--- config.mk ---
export PLATFORM = sky130hd
export DESIGN_NAME = axi_write_arbiter
export DESIGN_NICKNAME = d
export VERILOG_FILES = /design/src/rtl/axi_wr_arb_pkg.sv /design/src/rtl/axi_write_arbiter_rr_arb2.sv /design/src/rtl/axi_write_arbiter.sv
export SDC_FILE = /design/constraint.sdc
export NUM_CORES = 1
export LEC_CHECK = 0
export CORE_AREA = 3 3 114 116
export CTS_CLUSTER_SIZE = 10
export DETAILED_ROUTE_END_ITERATION = 16
export DIE_AREA = 0 0 117 119
export PLACE_DENSITY = 0.71
export SYNTH_ARGS = -nofsm -noshare
export SYNTH_HDL_FRONTEND = slang
export SYNTH_SLANG_ARGS = --single-unit
--- constraint.sdc ---
create_clock -name ACLK -period 2.5 [get_ports ACLK]
set_clock_uncertainty 0.15 [all_clocks]
set_input_delay 0.5 -clock ACLK [delete_from_list [all_inputs] [get_ports ACLK]]
set_output_delay 0.5 -clock ACLK [all_outputs]
set_load 0.01 [all_outputs]
--- src/rtl/axi_wr_arb_pkg.sv ---
// Shared types and constants for the two-master AXI write arbiter.
// Bus widths live here so every file in the slice agrees on them.
package axi_wr_arb_pkg;

  localparam int AXI_ID_BITS   = 4;
  localparam int AXI_IDS_BITS  = 8;
  localparam int AXI_ADDR_BITS = 32;
  localparam int AXI_LEN_BITS  = 4;
  localparam int AXI_SIZE_BITS = 3;
  localparam int AXI_DATA_BITS = 32;
  localparam int AXI_STRB_BITS = 4;

  typedef enum logic [1:0] {
    IDLE = 2'd0,
    ADDR = 2'd1,
    DATA = 2'd2,
    RESP = 2'd3
  } state_e;

  // Upper nibble of the slave-side ID identifies which master issued the write.
  localparam logic [3:0] TAG_M0 = 4'b0001;
  localparam logic [3:0] TAG_M1 = 4'b0010;

endpackage

--- src/rtl/axi_write_arbiter_rr_arb2.sv ---
// Two-request round-robin picker; the last-grant state is held by the caller.
// gnt = 1 selects requester 1.
module rr_arb2 (
  input  logic [1:0] req,
  input  logic       last,
  output logic       gnt,
  output logic       any
);

  // On a tie the requester that was not served last wins.
  always_comb begin
    any = |req;
    gnt = (req == 2'b11) ? ~last : req[1];
  end

endmodule

--- src/rtl/axi_write_arbiter.sv ---
// Serialises whole AXI write transactions (AW, W burst, B) from two masters
// onto one slave port, tagging IDs by master and flagging burst-length errors.
module axi_write_arbiter
  import axi_wr_arb_pkg::*;
(
  input  logic                     ACLK,
  input  logic                     ARESETn,
  // Master 0 (CPU data port)
  input  logic [AXI_ID_BITS-1:0]   AWID_M0,
  input  logic [AXI_ADDR_BITS-1:0] AWADDR_M0,
  input  logic [AXI_LEN_BITS-1:0]  AWLEN_M0,
  input  logic [AXI_SIZE_BITS-1:0] AWSIZE_M0,
  input  logic [1:0]               AWBURST_M0,
  input  logic                     AWVALID_M0,
  output logic                     AWREADY_M0,
  input  logic [AXI_DATA_BITS-1:0] WDATA_M0,
  input  logic [AXI_STRB_BITS-1:0] WSTRB_M0,
  input  logic                     WLAST_M0,
  input  logic                     WVALID_M0,
  output logic                     WREADY_M0,
  output logic [AXI_ID_BITS-1:0]   BID_M0,
  output logic [1:0]               BRESP_M0,
  output logic                     BVALID_M0,
  input  logic                     BREADY_M0,
  // Master 1 (DMA)
  input  logic [AXI_ID_BITS-1:0]   AWID_M1,
  input  logic [AXI_ADDR_BITS-1:0] AWADDR_M1,
  input  logic [AXI_LEN_BITS-1:0]  AWLEN_M1,
  input  logic [AXI_SIZE_BITS-1:0] AWSIZE_M1,
  input  logic [1:0]               AWBURST_M1,
  input  logic                     AWVALID_M1,
  output logic                     AWREADY_M1,
  input  logic [AXI_DATA_BITS-1:0] WDATA_M1,
  input  logic [AXI_STRB_BITS-1:0] WSTRB_M1,
  input  logic                     WLAST_M1,
  input  logic                     WVALID_M1,
  output logic                     WREADY_M1,
  output logic [AXI_ID_BITS-1:0]   BID_M1,
  output logic [1:0]               BRESP_M1,
  output logic                     BVALID_M1,
  input  logic                     BREADY_M1,
  // Slave port
  output logic [AXI_IDS_BITS-1:0]  AWID_S,
  output logic [AXI_ADDR_BITS-1:0] AWADDR_S,
  output logic [AXI_LEN_BITS-1:0]  AWLEN_S,
  output logic [AXI_SIZE_BITS-1:0] AWSIZE_S,
  output logic [1:0]               AWBURST_S,
  output logic                     AWVALID_S,
  input  logic                     AWREADY_S,
  output logic [AXI_DATA_BITS-1:0] WDATA_S,
  output logic [AXI_STRB_BITS-1:0] WSTRB_S,
  output logic                     WLAST_S,
  output logic                     WVALID_S,
  input  logic                     WREADY_S,
  input  logic [AXI_IDS_BITS-1:0]  BID_S,
  input  logic [1:0]               BRESP_S,
  input  logic                     BVALID_S,
  output logic                     BREADY_S,
  // Status
  output logic                     busy,
  output logic                     grant_m1,
  output logic                     wlast_err
);

  state_e                    state_q;
  logic                      grant_q;
  logic                      last_q;
  logic [AXI_LEN_BITS-1:0]   len_q;
  logic [AXI_LEN_BITS-1:0]   beat_cnt_q;
  logic                      wlast_err_q;

  logic                      arb_gnt;
  logic                      arb_any;

  logic                      awvalid_g;
  logic [AXI_LEN_BITS-1:0]   awlen_g;
  logic                      wvalid_g;
  logic                      wlast_g;
  logic                      bready_g;
  logic                      aw_hs;
  logic                      w_hs;
  logic                      b_hs;

  // The routing tag travels back in BID_S[7:4] but routing uses the registered grant.
  logic                      unused_bid_hi;
  assign unused_bid_hi = ^BID_S[7:4];

  rr_arb2 u_rr_arb2 (
    .req  ({AWVALID_M1, AWVALID_M0}),
    .last (last_q),
    .gnt  (arb_gnt),
    .any  (arb_any)
  );

  assign awvalid_g = grant_q ? AWVALID_M1 : AWVALID_M0;
  assign awlen_g   = grant_q ? AWLEN_M1   : AWLEN_M0;
  assign wvalid_g  = grant_q ? WVALID_M1  : WVALID_M0;
  assign wlast_g   = grant_q ? WLAST_M1   : WLAST_M0;
  assign bready_g  = grant_q ? BREADY_M1  : BREADY_M0;

  assign aw_hs = (state_q == ADDR) && awvalid_g && AWREADY_S;
  assign w_hs  = (state_q == DATA) && wvalid_g  && WREADY_S;
  assign b_hs  = (state_q == RESP) && BVALID_S  && bready_g;

  assign busy      = (state_q != IDLE);
  assign grant_m1  = grant_q;
  assign wlast_err = wlast_err_q;

  always_ff @(posedge ACLK or posedge ARESETn) begin
    if (ARESETn) begin
      state_q     <= IDLE;
      grant_q     <= 1'b0;
      last_q      <= 1'b1;
      len_q       <= '0;
      beat_cnt_q  <= '0;
      wlast_err_q <= 1'b0;
    end else begin
      wlast_err_q <= 1'b0;
      case (state_q)
        IDLE: begin
          if (arb_any) begin
            grant_q <= arb_gnt;
            state_q <= ADDR;
          end
        end
        ADDR: begin
          if (aw_hs) begin
            len_q      <= awlen_g;
            beat_cnt_q <= '0;
            state_q    <= DATA;
          end
        end
        DATA: begin
          if (w_hs) begin
            // Saturate so a burst missing WLAST keeps erroring instead of wrapping.
            if (beat_cnt_q != 4'hF) begin
              beat_cnt_q <= beat_cnt_q + 4'd1;
            end
            if (wlast_g) begin
              wlast_err_q <= (beat_cnt_q != len_q);
              state_q     <= RESP;
            end else begin
              wlast_err_q <= (beat_cnt_q >= len_q);
            end
          end
        end
        RESP: begin
          if (b_hs) begin
            last_q  <= grant_q;
            state_q <= IDLE;
          end
        end
        default: state_q <= IDLE;
      endcase
    end
  end

  always_comb begin
    AWID_S     = '0;
    AWADDR_S   = '0;
    AWLEN_S    = '0;
    AWSIZE_S   = '0;
    AWBURST_S  = '0;
    AWVALID_S  = 1'b0;
    WDATA_S    = '0;
    WSTRB_S    = '0;
    WLAST_S    = 1'b0;
    WVALID_S   = 1'b0;
    BREADY_S   = 1'b0;
    AWREADY_M0 = 1'b0;
    AWREADY_M1 = 1'b0;
    WREADY_M0  = 1'b0;
    WREADY_M1  = 1'b0;
    BID_M0     = '0;
    BID_M1     = '0;
    BRESP_M0   = '0;
    BRESP_M1   = '0;
    BVALID_M0  = 1'b0;
    BVALID_M1  = 1'b0;
    case (state_q)
      ADDR: begin
        AWID_S    = grant_q ? {TAG_M1, AWID_M1} : {TAG_M0, AWID_M0};
        AWADDR_S  = grant_q ? AWADDR_M1  : AWADDR_M0;
        AWLEN_S   = awlen_g;
        AWSIZE_S  = grant_q ? AWSIZE_M1  : AWSIZE_M0;
        AWBURST_S = grant_q ? AWBURST_M1 : AWBURST_M0;
        AWVALID_S = awvalid_g;
        if (grant_q) AWREADY_M1 = AWREADY_S;
        else         AWREADY_M0 = AWREADY_S;
      end
      DATA: begin
        WDATA_S  = grant_q ? WDATA_M1 : WDATA_M0;
        WSTRB_S  = grant_q ? WSTRB_M1 : WSTRB_M0;
        WLAST_S  = wlast_g;
        WVALID_S = wvalid_g;
        if (grant_q) WREADY_M1 = WREADY_S;
        else         WREADY_M0 = WREADY_S;
      end
      RESP: begin
        BREADY_S = bready_g;
        if (grant_q) begin
          BVALID_M1 = BVALID_S;
          BID_M1    = BID_S[3:0];
          BRESP_M1  = BRESP_S;
        end else begin
          BVALID_M0 = BVALID_S;
          BID_M0    = BID_S[3:0];
          BRESP_M0  = BRESP_S;
        end
      end
      default: ;
    endcase
  end

endmodule

==> metrics, run 1 <==
status=finished, violations left; failing checks=setup timing; Worst Max-Slew Pin Slew=513 ps; Fill cells=1143; Worst Hold Class=reg2reg; Rows=40; Worst-Skew Late Latency=240 ps; min-delay src=len_q[3]$_DFFE_PP0P_; busiest grt layer=met2; Buf/Inv on CP=3; Slew Viols, Final=0; hpwl dp=9340 um; Initial Util=0.207; worst r2r src=grant_m1$_DFFE_PP0P_; I/O Buffers=288; biggest area consumer among synthesized cells=mux2i_1; Area contributors post-synth=mux2i_1 (34%), nor2b_1 (21%), dfrtp_1 (12%); Non-Filler Instances=750; routed via count=3312; vias per cell=4.42; met3 global-route usage=0.0340; Post-Place Cells=739; Critical Path Start Type=flop; Syn. warnings=0; grt ovf=0; Crit path largest cell delay=530 ps; GPL Wtd Cong=about 0.75; period utilization=1.05; P&R area growth vs syn=133%; slowest CP cell=clkdlybuf4s50_1; Post-synth top cells=nor2b_1 (85), mux2i_1 (84), clkbuf_1 (13); CP arrival=1960 ps; CTS Sinks=13; GRT Resource Usage Total=0.152; P_leak=roughly 2.8 nW; post-layout net count=between 700 and 800; n_diodes=0; initial antenna violation count=0; Storage cell area=330 um2; Seq/Total Area, Yosys=0.131; 1st-iter DRT viols=71; final worst slack=-115 ps; critical path data required time=1850 ps; clk slew on worst S/H paths=40 ps; Mean Syn Cell Area=8.14 um2; CTS Buf Count=3; VDD IR max=0.321 mV; DRC viols=0; cell with the most instances after synthesis=nor2b_1; core area=0.0120 mm2; Top FF cell, synth=dfrtp_1; Max clock buf depth=2; final wirelength=11300 um; relative slew slack=0.658; worst r2r path cells=7; die span in y=119 um; M1 GR Usage=0.160; largest fanout on the critical path=24; Max Clk Rate=0.382 GHz; met2 Track Usage GR=0.295; layout cell share with drive strength beyond 1=0.0746; fin crit period=2610 ps; Setup Viol. Count Final=30; H-tree depth=1; share of the synthesized area in the top cell type=0.338; vias in the first global route=between 3000 and 4000; Post-synth EDFFs=0; worst reg2reg endpoint=state_q[1]$_DFFE_PP0P_; final hold vios=0; WHS Endpoint=len_q[3]$_DFFE_PP0P_; cell area power density=828 mW/mm2; clock root buffer master=clkbuf_16; ys async rst share=1.00; worst setup path class=reg2out; die footprint=around 0.014 mm2; Netlist Area Pre-Place=0.00249 mm2; largest net degree at the start of global routing=56; overall power=just under 5 mW; CP startpoint=state_q[0]$_DFFE_PP0P_; Largest delay share family, worst path=buffers and inverters; I/O pin cnt=295; max cap viols=0; post-synthesis register bit count=13; CP Capture Type=output port; Synth cell types=35; Hold Crit Depth=2; DR WL/cell=between 15 and 20 um; first-pass GRT wire length=roughly 17000 um; RSZ-0062 raised after global routing=true; post-route ant nets=0; drt pass-1 iters=4; TritonCTS clock tree=yes; chip width=117 um; Synth Instances=306; register-to-register setup slack=150 ps; CP cell instances=inv_1 -> ha_2 -> bufbuf_16 -> and2_1 -> clkdlybuf4s50_1; Multi-input gate area=between 0.002 and 0.0025 mm2
-- power by group --
| group | switching, mW | internal (mW) | total, mW |
|---|---|---|---|
| Sequential | 0.119 | 0.320 | 0.440 |
| Clock | 0.0870 | 0.215 | 0.302 |
| Combinational | 1.76 | 2.32 | 4.07 |
-- metal layers --
metal  up-vias  routed length [um]  part of all wire
li1       1642                   -                 -
met1      1492                4100              0.36
met2       167                6010              0.53
met3        11                1060             0.093
met4         0                 171             0.015
met5         -                   0                 0
-- sequential cells by signal, summed over array words and instances (netlist names) --
register	cells
len_q	4
grant_m1	1
wlast_err	1
last_q	1
state_q	2
beat_cnt_q	4
-- timing repair --
| item | 4_1_cts | 5_1_grt |
|---|---|---|
| resized for setup | 60 | 9 |
| setup buffers | 4 | 2 |
| gates cloned | 1 | 0 |
| setup endpoints to repair | 96 | 45 |
| hold endpoints to repair | 0 | 0 |
| hold buffers | 0 | 0 |
-- logic make-up after synthesis --
kind of cell	count (synthesis)	share of synthesized area
DFF	13	0.131
and+or+nand+nor	134	0.321
AOI/OAI and AO/OA	24	0.0779
buffers and inverters	36	0.0633
muxes	89	0.360
adders and majority gates	9	0.0452
other	1	0.00151
-- layout by cell type (no fill, tap or decap), types with 3 or more instances in the layout --
master and n:
nand2b_1 3, dfrtp_1 11, clkdlybuf4s50_1 225, nor2b_1 83, a21oi_1 3, mux2_2 4, nand2_1 10, ha_1 8
mux2i_1 84, and2_1 12, buf_4 22, dlygate4sd2_1 56, o21ai_0 6, and3_1 8, inv_1 11, nor2_1 5
dlymetal6s2s_1 7, clkbuf_16 3, nand3_1 5, buf_12 6
-- worst reg2reg max path, stage by stage (launching register included) --
cell,delay (ps)
dfrtp_4,550
buf_4,170
buf_12,150
mux2i_1,150
buf_4,170
o31a_1,280
a2111oi_4,250
mux2_1,360
-- per-stage QoR --
step | setup TNS, ps | utilization | setup WS (ps) | hold WS, ps | area (um2)
2_1_floorplan | 0 | - | 467 | 226 | 2490
3_3_place_gp | -35.4 | 0.474 | -35.4 | 320 | 5690
3_5_place_dp | -48.5 | 0.474 | -42.1 | 321 | 5690
4_1_cts | -2590 | 0.481 | -137 | 331 | 5770
5_1_grt | -5340 | 0.484 | -210 | 374 | 5810
6_report | -1970 | 0.484 | -115 | 328 | 5810
-- worst max path at each step --
| stage | to | slack (ps) | depth (start not counted) |
|---|---|---|---|
| final | WVALID_S | -110 | 5 |
| after global routing | WVALID_S | -210 | 5 |
| after floorplan | WDATA_S[0] | 470 | 5 |
| after CTS | WDATA_S[16] | -140 | 5 |
| after global placement | AWVALID_S | -40 | 4 |
| after detailed placement | AWVALID_S | -40 | 4 |
-- final cells by class --
class,count,area share
Multi-Input combinational cell,258,0.349
Tap cell,147,0.0316
Clock buffer,4,0.0136
Sequential cell,13,0.0568
Timing Repair Buffer,317,0.542
Inverter,11,0.00710
No activity file was read; power rests on OpenSTA's default activity.
==> inputs of run 2 (changes only) <==
Settings changed: CORE_AREA 3 3 114 116 to 3 3 112 114, DIE_AREA 0 0 117 119 to 0 0 115 117, PLACE_DENSITY 0.71 to 0.72, SYNTH_HIERARCHICAL set to 1.
==> metrics, run 2 <==
P&R area growth vs syn=145%; fin crit period=2440 ps (-180 ps); Netlist Area Pre-Place=0.00234 mm2 (-5.9%); relative slew slack=0.645 (-0.0122); I/O Buffers=288 (unchanged); die span in y=117 um (-1.7%); Synth cell types=38 (+8.6%); P_leak=3.14 nW (+12%); final hold vios=0 (unchanged); CP cell instances=inv_2 -> ha_4 -> buf_12 -> nor2b_1 -> clkdlybuf4s50_1; Setup Viol. Count Final=0 (-100%); Post-Place Cell Area=0.00551 mm2 (-3.1%); Final Instance Area=0.00574 mm2 (-1.3%); overall power=4.82 mW (+0.11%); initial antenna violation count=0 (unchanged); vias per cell=4.56 (+3.3%); Crit path largest cell delay=550 ps (+20 ps); DRC viols=0 (unchanged); DR WL/cell=16.1 um (+6.4%); CP Capture Type=output port; layout cell share with drive strength beyond 1=0.0779 (+0.00332); share of the synthesized area in the top cell type=0.363 (+0.0256); Slew Viols, Final=0 (unchanged); slowest CP cell=clkdlybuf4s50_1; Top Registers=beat_cnt_q (4), len_q (4), state_q (2); hpwl dp=9630 um (+3.1%); Max clock buf depth=2 (unchanged); cell area power density=840 mW/mm2 (+1.4%); largest net degree at the start of global routing=52 (-7.1%); Non-Filler Instances=746 (-0.53%); routed via count=3403 (+2.7%); Initial Util=0.203 (-0.00390); Worst Max-Slew Pin Slew=531 ps (+18.3 ps); worst setup path class=reg2out; cell with the most instances after synthesis=mux2i_1; post-layout net count=799 (+0.13%); CP arrival=1790 ps (-170 ps); biggest area consumer among synthesized cells=mux2i_1; Seq/Total Area, Yosys=0.139 (+0.00827); Critical Path Start Type=flop; post-synthesis register bit count=13 (unchanged); n_diodes=0 (unchanged); 1st-iter DRT viols=62 (-13%); Top FF cell, synth=dfrtp_1; core area=0.0115 mm2 (-4.1%); VDD IR max=0.366 mV (+14%); Synth Instances=307 (+0.33%); Post-synth EDFFs=0 (unchanged); RSZ-0062 raised after global routing=true; period utilization=0.974 (-0.0718); Worst-Skew Late Latency=250 ps (about the same); grt ovf=0 (unchanged); drt pass-1 iters=4 (unchanged); largest fanout on the critical path=20 (-17%); most frequent cells in the layout=clkdlybuf4s50_1 (196), mux2i_1 (83), dlygate4sd2_1 (57), nor2_1 (56), nor2b_1 (40); GRT Resource Usage Total=0.158 (+0.00575); Max Clk Rate=0.411 GHz (+7.4%); Hold-fix buffers, CTS=0 (unchanged); GPL Wtd Cong=0.818 (+8.5%); critical path data required time=1850 ps (about the same); post-route ant nets=0 (unchanged); clock root buffer master=clkbuf_16; Post-synth top cells=mux2i_1 (85), nor2_1 (56), nor2b_1 (41); first-pass GRT wire length=17200 um (+0.32%); H-tree depth=1 (unchanged); commonest non-fill, non-tap cell in the layout=clkdlybuf4s50_1; Rows=39 (-2.5%); TritonCTS clock tree=yes; chip width=115 um (-1.7%); ys async rst share=1.00 (unchanged); clk slew on worst S/H paths=50 ps (about the same); CTS Sinks=13 (unchanged); Post-Place Cells=735 (-0.54%); I/O pin cnt=295 (unchanged); Area contributors post-synth=mux2i_1 (36%), dfrtp_1 (13%), nor2b_1 (11%); vias in the first global route=3505 (+0.92%); Mean Syn Cell Area=7.63 um2 (-6.2%); Worst Hold Class=reg2reg; final wirelength=12000 um (+5.9%); max cap viols=0 (unchanged); CTS Buf Count=3 (unchanged); Syn. warnings=6 (+6); die footprint=0.0135 mm2 (-3.4%); status=finished, final reports clean
run 2: kinds of logic after synthesis:
kind of cell             Yosys count  synth area share
other                              1           0.00160
adder cells (fa/ha/maj)           10            0.0534
flip-flops                        13             0.139
buffers and inverters             37            0.0694
AO/OA/AOI/OAI                     25            0.0689
AND/OR/NAND/NOR                  133             0.290
multiplexers                      88             0.378
run 2: critical path, delay by kind of cell (launching register included):
| family | cells | cell delay, ps |
|---|---|---|
| adder cells (fa/ha/maj) | 1 | 170 |
| AND/OR/NAND/NOR | 1 | 130 |
| buffers and inverters | 3 | 810 |
| flip-flops | 1 | 410 |
run 2: power breakdown:
group	internal [mW]	switching [mW]
registers	0.326	0.114
clock network	0.214	0.102
logic	2.21	1.85
total	2.75	2.07
run 2: cell type report:
class                      instances  area (um2)
fill                            1067        5780
timing repair buffer             316        3220
multi-input combinational        258        1880
tap                              143         179
clock buffer                       3        75.1
clock inverter                     1        5.00
sequential                        13         332
inverter                          12        45.0
run 2: routing by layer:
layer,GRT usage,vias up,part of all wire
met5,0,-,0
met4,0.0430,0,0.015
met3,0.0329,11,0.090
met2,0.330,190,0.55
met1,0.153,1558,0.34
li1,-,1644,-
run 2: path summary, 6_finish.rpt:
check	slack, ps	cells past startpoint	start	endpoint
max in group asynchronous	1350	2	ARESETn	grant_m1$_DFFE_PP0P_
worst max register to register	90	8	state_q[0]$_DFFE_PP0P_	beat_cnt_q[3]$_DFFE_PP0P_
worst max-delay path	60	5	state_q[0]$_DFFE_PP0P_	WDATA_S[22]
worst min register to register	380	2	len_q[2]$_DFFE_PP0P_	len_q[2]$_DFFE_PP0P_
worst min-delay path	380	2	len_q[2]$_DFFE_PP0P_	len_q[2]$_DFFE_PP0P_
min in group asynchronous	450	2	ARESETn	len_q[1]$_DFFE_PP0P_
run 2: repair_timing:
| action | in CTS | in global routing |
|---|---|---|
| hold endpoints to repair | 0 | 0 |
| setup buffers | 0 | 4 |
| endpoints found under the setup margin | 94 | 59 |
| gates resized for setup | 71 | 41 |
| gates cloned | 2 | 1 |
run 2: stage by stage:
stage / setup slack (ps) / setup TNS [ps] / hold WS (ps) / util
finish: 64.7 / 0 / 377 / 0.498
global route: -10.1 / -24.6 / 422 / 0.498
CTS: -2.27 / -2.27 / 379 / 0.486
detailed placement: 19.2 / 0 / 370 / 0.479
global placement: 10.2 / 0 / 366 / 0.479
floorplan: 363 / 0 / 226 / -
==> inputs of run 3 (changes only) <==
--- a/config.mk
+++ b/config.mk
@@ -7,5 +7,5 @@
 export LEC_CHECK = 0
 export CORE_AREA = 3 3 112 114
-export CTS_CLUSTER_SIZE = 10
+export CTS_CLUSTER_SIZE = 12
 export DETAILED_ROUTE_END_ITERATION = 16
 export DIE_AREA = 0 0 115 117
--- a/constraint.sdc
+++ b/constraint.sdc
@@ -3,3 +3,3 @@
 set_input_delay 0.5 -clock ACLK [delete_from_list [all_inputs] [get_ports ACLK]]
 set_output_delay 0.5 -clock ACLK [all_outputs]
-set_load 0.01 [all_outputs]
+set_load 0.05 [all_outputs]
==> metrics, run 3 (same netlist as run 2, synthesis figures left out) <==
status=finished, final reports clean; VDD IR max=0.648 mV (+77%); Max Clk Rate=0.420 GHz (+2.3%); I/O Buffers=288 (unchanged); GPL Wtd Cong=0.905 (+11%); commonest non-fill, non-tap cell in the layout=clkdlybuf4s50_1; worst r2r path cells=6 (-2); largest net degree at the start of global routing=33 (-37%); n_diodes=0 (unchanged); final hold vios=0 (unchanged); P&R area growth vs syn=191%; Worst path depth=4 (-1); clk slew on worst S/H paths=50 ps (about the same); chip width=115 um (unchanged); Non-Filler Instances=735 (-1.5%); Worst-Skew Late Latency=240 ps (about the same); Largest delay share family, worst path=flip-flops; RSZ-0062 raised after global routing=false; core area=0.0115 mm2 (unchanged); post-layout net count=788 (-1.4%); cell area power density=1200 mW/mm2 (+43%); Setup Viol. Count Final=0 (unchanged); slowest CP cell=dfrtp_4; period utilization=0.952 (-0.0224); DR WL/cell=17.9 um (+12%); P_leak=2.86 nW (-9.1%); GRT Resource Usage Total=0.174 (+0.0167); overall power=8.17 mW (+70%); grt ovf=0 (unchanged); Buf/Inv on CP=2 (-1); I/O pin cnt=295 (unchanged); Initial Util=0.203 (unchanged); CP arrival=1730 ps (-60 ps); Slew Viols, Final=0 (unchanged); CTS Buf Count=3 (unchanged); Rows=39 (unchanged); Top Registers=beat_cnt_q (4), len_q (4), state_q (2); first-pass GRT wire length=18800 um (+9.2%); CP cell instances=buf_4 -> mux2i_1 -> nor2b_2 -> buf_12; die footprint=0.0135 mm2 (unchanged); initial antenna violation count=0 (unchanged); worst setup path class=reg2out; Crit path largest cell delay=580 ps (+30 ps); clock root buffer master=clkbuf_16; vias in the first global route=3540 (+1.0%); post-route ant nets=0 (unchanged); layout cell share with drive strength beyond 1=0.370 (+0.292); drt pass-1 iters=4 (unchanged); Critical Path Start Type=flop; final wirelength=13200 um (+9.9%); vias per cell=4.59 (+0.54%); Post-Place Cells=730 (-0.68%); DRC viols=0 (unchanged); max cap viols=0 (unchanged); 1st-iter DRT viols=73 (+18%); Hold Crit Depth=2 (unchanged); routed via count=3371 (-0.94%); Fill cells=949 (-11%); largest fanout on the critical path=12 (-40%); relative slew slack=0.631 (-0.0149); Worst Max-Slew Pin Slew=554 ps (+22.3 ps); Max clock buf depth=2 (unchanged); most frequent cells in the layout=clkdlybuf4s50_1 (181), buf_12 (105), mux2i_1 (85), nor2b_2 (36), nor2_2 (30); die span in y=117 um (unchanged); fin util=0.592 (+0.0941); TritonCTS clock tree=yes; Worst Hold Class=reg2reg; critical path data required time=1850 ps (about the same); CP Capture Type=output port; H-tree depth=1 (unchanged); CTS Sinks=13 (unchanged); fin crit period=2380 ps (-55.9 ps); hpwl dp=11700 um (+22%)
-- run 3: changes by cell type in the layout (fill, tap and decap cells not counted), sizes merged, moves of 5 or more --
cell,previous run,this run
clkdlybuf4s50,196,181
buf,25,124
dlymetal6s2s,28,0
dlygate4sd2,57,0
clkdlybuf4s15,5,0
-- run 3: layout make-up --
cell class / instances / area (um2) / share of cell area
sequential: 13 / 330 / 0.0484
timing repair buffer: 305 / 4060 / 0.595
multi-input combinational: 258 / 2130 / 0.312
tap: 143 / 179 / 0.0262
inverter: 12 / 45.0 / 0.00660
clock buffer: 4 / 78.8 / 0.0116
-- run 3: per-layer routing --
metal / wire length, um / track usage
met4: 138 / 0.0188
met1: 4400 / 0.183
met3: 1190 / 0.0566
met2: 7470 / 0.347
met5: 0 / 0
-- run 3: power by group --
group          internal (mW)  total, mW  switching (mW)
Sequential             0.324      0.473           0.149
Combinational           3.42       7.39            3.98
Clock                  0.215      0.309          0.0930
-- run 3: timing repair --
| action | CTS | global route |
|---|---|---|
| setup buffers | 0 | 1 |
| endpoints found under the setup margin | 0 | 10 |
| resized for setup | 0 | 3 |
| hold buffers | 0 | 0 |
| hold endpoints to repair | 0 | 0 |
-- run 3: stage by stage --
step / setup WS (ps) / area, um2 / setup TNS, ps / hold slack (ps)
floorplan: -70.6 / 2620 / -1420 / 226
global placement: 122 / 6730 / 0 / 370
detailed placement: 107 / 6730 / 0 / 381
CTS: 11.4 / 6810 / 0 / 399
global route: 34.1 / 6820 / 0 / 413
finish: 121 / 6820 / 0 / 395
-- run 3: worst min-delay path, stage by stage (launching register included) --
cell	delay, ps
dfrtp_1	340
nor2_1	50
a21oi_1	100
-- run 3: path summary, 6_finish.rpt --
path,to,slack [ps],start
worst max-delay path,WDATA_S[3],120,grant_m1$_DFFE_PP0P_
worst min-delay path,len_q[3]$_DFFE_PP0P_,400,len_q[3]$_DFFE_PP0P_
worst max register to register,state_q[1]$_DFFE_PP0P_,370,state_q[0]$_DFFE_PP0P_
worst min register to register,len_q[3]$_DFFE_PP0P_,400,len_q[3]$_DFFE_PP0P_
max in group asynchronous,grant_m1$_DFFE_PP0P_,1330,ARESETn
min in group asynchronous,beat_cnt_q[1]$_DFFE_PP0P_,450,ARESETn
